<file path="src/rtl/prio_enc_arb_if.sv">
// ============================================================================
// prio_enc_arb_if : request/result bundle for prio_enc_arb
// Rev 1.0
// ============================================================================
`default_nettype none

interface prio_enc_arb_if #(
  parameter int N = 8
);
  localparam int W = $clog2(N);

  logic         en;
  logic [N-1:0] req;
  logic         ready;
  logic         valid;
  logic [W-1:0] idx;
  logic [N-1:0] grant;

  modport master (
    output en, req, ready,
    input  valid, idx, grant
  );

  modport slave (
    input  en, req, ready,
    output valid, idx, grant
  );
endinterface

`default_nettype wire

</file>
<file path="src/rtl/prio_enc_arb.sv">
// ============================================================================
// prio_enc_arb : registered priority encoder / arbiter, fixed or round-robin
// Rev 1.0
// ============================================================================
`default_nettype none

module prio_enc_arb #(
  parameter int N    = 8,
  parameter int MODE = 0
) (
  input  logic           clk,
  input  logic           rst,
  prio_enc_arb_if.slave  bus
);
  localparam int W = $clog2(N);

  logic         load;
  logic [W-1:0] win;

  // A held, unaccepted result blocks sampling; requesters keep req asserted.
  assign load = bus.en && (|bus.req) && (!bus.valid || bus.ready);

  generate
    if (MODE == 0) begin : g_fixed
      always_comb begin
        win = '0;
        for (int i = 0; i < N; i++) begin
          if (bus.req[i]) win = W'(i);
        end
      end
    end else begin : g_rr
      logic [W-1:0] ptr;

      // The winner drops to lowest priority: the next search starts just below it.
      always_ff @(posedge clk or posedge rst) begin
        if (rst) begin
          ptr <= W'(N - 1);
        end else if (load) begin
          ptr <= (win == '0) ? W'(N - 1) : win - W'(1);
        end
      end

      always_comb begin : p_search
        int   c;
        logic found;
        win   = '0;
        found = 1'b0;
        c     = 0;
        for (int k = 0; k < N; k++) begin
          c = int'(ptr) - k;
          if (c < 0) c = c + N;
          if (!found && bus.req[W'(c)]) begin
            found = 1'b1;
            win   = W'(c);
          end
        end
      end
    end
  endgenerate

  always_ff @(posedge clk or posedge rst) begin
    if (rst) begin
      bus.valid <= 1'b0;
      bus.idx   <= '0;
      bus.grant <= '0;
    end else if (load) begin
      bus.valid <= 1'b1;
      bus.idx   <= win;
      bus.grant <= {{(N-1){1'b0}}, 1'b1} << win;
    end else if (bus.valid && bus.ready) begin
      bus.valid <= 1'b0;
      bus.idx   <= '0;
      bus.grant <= '0;
    end
  end
endmodule

`default_nettype wire

</file>
<file path="src/flat_wrapper.sv">
// flat-port wrapper written by rule: the top's interface ports become plain ports
module prio_enc_arb_flat 
#(
  parameter int N    = 8,
  parameter int MODE = 0
)
  (clk, rst, bus_en, bus_req, bus_ready, bus_valid, bus_idx, bus_grant);
  prio_enc_arb_if #(.N(N)) bus_i ();
  input  logic clk;
  input  logic rst;
  input wire logic [$bits(bus_i.en)-1:0] bus_en;
  input wire logic [$bits(bus_i.req)-1:0] bus_req;
  input wire logic [$bits(bus_i.ready)-1:0] bus_ready;
  output wire logic [$bits(bus_i.valid)-1:0] bus_valid;
  output wire logic [$bits(bus_i.idx)-1:0] bus_idx;
  output wire logic [$bits(bus_i.grant)-1:0] bus_grant;
  assign bus_i.en = bus_en;
  assign bus_i.req = bus_req;
  assign bus_i.ready = bus_ready;
  assign bus_valid = bus_i.valid;
  assign bus_idx = bus_i.idx;
  assign bus_grant = bus_i.grant;
  prio_enc_arb #(.N(N), .MODE(MODE)) u_core (.clk(clk), .rst(rst), .bus(bus_i));
endmodule
</file>
<file path="config.mk">
export PLATFORM = sky130hd
export DESIGN_NAME = prio_enc_arb_flat
export DESIGN_NICKNAME = d
export VERILOG_FILES = /design/src/rtl/prio_enc_arb_if.sv /design/src/rtl/prio_enc_arb.sv /design/src/flat_wrapper.sv
export SDC_FILE = /design/constraint.sdc
export NUM_CORES = 1
export LEC_CHECK = 0
export ABC_CLOCK_PERIOD_IN_PS = 1200
export CORE_MARGIN = 4
export CORE_UTILIZATION = 40
export DETAILED_ROUTE_END_ITERATION = 7
export GPL_ROUTABILITY_DRIVEN = 0
export PLACE_DENSITY = 0.76
export SKIP_CTS_REPAIR_TIMING = 1
export SYNTH_ARGS = -nofsm -noshare
export SYNTH_HDL_FRONTEND = slang
export SYNTH_SLANG_ARGS = --single-unit
</file>
<file path="constraint.sdc">
create_clock -name clk -period 1.2 [get_ports clk]
set_clock_uncertainty 0.05 [all_clocks]
set_input_delay 0.24 -clock clk [delete_from_list [all_inputs] [get_ports clk]]
set_output_delay 0.24 -clock clk [all_outputs]
set_load 0.02 [all_outputs]
</file>
==> run_results.csv <==
group,metric,value,unit
run_status,status,"finished, violations left",
run_status,violations,"setup timing",
setup_path,r2r_slack,-100,ps
pwr,powerDensity,974,nW/µm²
clocking,clkTransAtPathRegs,80,ps
pwr,ir_drop,1.05,mV
clocking,clockBufferDepth,2,
synthesis,yosys.cell_types.count,23,
worst_hold_path,min-delay-path-class,"input port to asynchronous set/reset pin",
setup_path,worstSetupStartpointType,"register",
global_route,grt_max_degree,13,
synthesis,ys_seq_area_share,52.5,%
drt,num_vias,633,
timing,post-route-period-util,108,%
clocking,htreeDepth,1,
synthesis,syn-num-nets,61,
setup_path,crit_fanout,6,
floorplanning,pin_count,24,
clocking,clock_tree.root_cell,"clkbuf_4",
pwr,power.total,1.14,mW
global_route,grt_first_pass_wirelength,2.84,mm
setup_path,cp_top_family,"buffers and inverters",
final_layout,area_growth,105,%
synthesis,syn_area_per_cell,11.7,µm²
run,cap_viol_max_count,0,
clocking,cts_made_buffers,3,
timing,hold_viol,0,
drt,drc,0,
global_route,grt_overflow,0,
synthesis,ys_warn_count,0,
drt,ant_nets,0,
setup_path,critPathBufInv,3,
setup_path,cp-end-kind,"register",
synthesis,synth_seq_cells,12,
global_route,antenna_found_initial,0,
timing,max_freq,770,MHz
setup_path,max_stage_delay,420,ps
global_route,grt_pass1_vias,632,
clocking,cts_sinks,12,
floorplanning,die_area,2100,µm²
drt,viasPerCell,5.46,
setup_path,cp.required,1360,ps
place,post-dp-hpwl,1.29,mm
clocking,cts_tree,"built",
setup_path,path_common_cell,"buf_6",
synthesis,async_flop_share,100,%
setup_path,worstPathCellList,"buf_6, buf_6, a22oi_2, buf_6, a22o_1",
final_layout,fin_cells,116,
timing,setup_ws,-99.2,ps
clocking,clk_latency,270,ps
pwr,cellLeakagePower,0.697,nW
setup_path,cp.arrival,1460,ps
drt,drtPass1Iterations,4,
timing,holdWs,208,ps
final_layout,fin_util,88.9,%
timing,min_period,1300,ps
drt,drt-wirelength-per-cell,17.6,µm
global_route,grt_util_all_layers,19.2,%
floorplanning,core_region_area,1320,µm²
final_layout,fin_nets,114,
place,portBuffers,23,
timing,slew_headroom,70.6,%
place,dp_cells,111,
timing,rsz0062_at_grt,"true",
synthesis,synth_edf_count,0,
floorplanning,die_x,45.8,µm
synthesis,synth_area,572,µm²
timing,drv_slew,0,
floorplanning,die_height,45.8,µm
synthesis,synthCells,49,
timing,tns,-886,ps
final_layout,final_layout_size_suffix_gt1_share,52.5,%
timing,setup-violations-final,11,
setup_path,crit_type,"register to register",
synthesis,synth_ff_type,"dfrtp_1",
setup_path,cpMaxStageDelayCell,"dfrtp_1",
final_layout,diodes,0,
drt,drt_iter0_markers,11,
drt,drt_wl_total,2.05,mm
floorplanning,start_util,43.4,%
timing,worst_pin_slew,435,ps
floorplanning,std_cell_rows,13,
## final timing paths
kind	startpoint	endpoint	cells after the start
worst max-delay path	u_core.bus.valid$_DFFE_PP0P_	u_core.bus.grant[3]$_DFFE_PP0P_	5
worst min-delay path	rst	u_core.bus.valid$_DFFE_PP0P_	3
worst max register to register	u_core.bus.valid$_DFFE_PP0P_	u_core.bus.grant[3]$_DFFE_PP0P_	5
worst min register to register	u_core.bus.grant[1]$_DFFE_PP0P_	u_core.bus.grant[1]$_DFFE_PP0P_	1
max in group asynchronous	rst	u_core.bus.idx[1]$_DFFE_PP0P_	3
min in group clk	bus_req[6]	u_core.bus.grant[6]$_DFFE_PP0P_	2
## cell families (layout without fill, tap and decap cells)
| kind of cell | after synthesis | count (layout) | synth area share [%] |
|---|---|---|---|
| buffers and inverters | 3 | 55 | 3.28 |
| and+or+nand+nor | 19 | 19 | 20.4 |
| AOI/OAI and AO/OA | 15 | 15 | 23.9 |
| DFF | 12 | 12 | 52.5 |
## worst min-delay path, stage by stage
cell and delay [ps]:
clkdlybuf4s50_1 400, inv_1 60, buf_4 190
## registers in the layout, summed over array words and instances, names as in the netlist
name / cells
u_core.bus.idx: 3
u_core.bus.grant: 8
u_core.bus.valid: 1
## power breakdown
part           switching (mW)  internal (mW)
clock network           0.136          0.184
logic                   0.168          0.200
registers              0.0202          0.432
total                   0.324          0.817
## cell usage in the layout, fill, tap and decap left out
cell / n
nand4b_1: 1
nor4_4: 1
nor2b_4: 1
nor2_1: 2
nor2_2: 2
nand2_1: 2
a22oi_2: 1
dlymetal6s2s_1: 14
o2bb2ai_4: 1
buf_6: 4
a21oi_1: 1
nor3b_2: 1
a32o_1: 1
clkbuf_2: 5
nand3b_1: 1
clkbuf_8: 1
a22o_1: 1
nor3_1: 1
a22o_4: 4
buf_4: 22
inv_1: 2
o2bb2ai_2: 2
o2bb2ai_1: 2
clkbuf_4: 3
and2_4: 1
nor4b_1: 1
nor2b_1: 1
nor3_2: 1
nand2b_4: 1
nand2_2: 1
o31a_1: 1
dfrtp_1: 12
clkdlybuf4s50_1: 4
nand3_2: 1
o31ai_1: 1
## through the flow
stage          worst slack (ps)  area [µm²]
2_1_floorplan             -61.9         581
3_3_place_gp               -566        1010
3_5_place_dp               -586        1010
4_1_cts                    -378        1040
5_1_grt                    -158        1170
6_report                  -99.2        1170
## synthesized netlist by cell type (2+ instances only)
cell type | number | area [µm²]
dfrtp_1 | 12 | 300
o2bb2ai_1 | 5 | 43.8
a22o_2 | 4 | 40.0
nor2_1 | 4 | 15.0
nand2_1 | 3 | 11.3
inv_1 | 2 | 7.51
nor2b_1 | 2 | 12.5
nor3_1 | 2 | 10.0
## metal layers
layer	up-vias	track usage [%]	wire length, µm
li1	293	-	-
met1	308	24.2	822
met4	0	5.11	31
met2	26	32.6	1100
met3	6	4.35	94
met5	-	0	0
## final cells by class
class	count	area, µm²
inverters	2	7.51
repair buffers	49	450
clock buffers	4	36.3
multi-input cells	34	358
flip-flops and latches	12	300
well taps	15	18.8
fillers	53	146
Note: power is estimated with default switching activity, not from simulation.
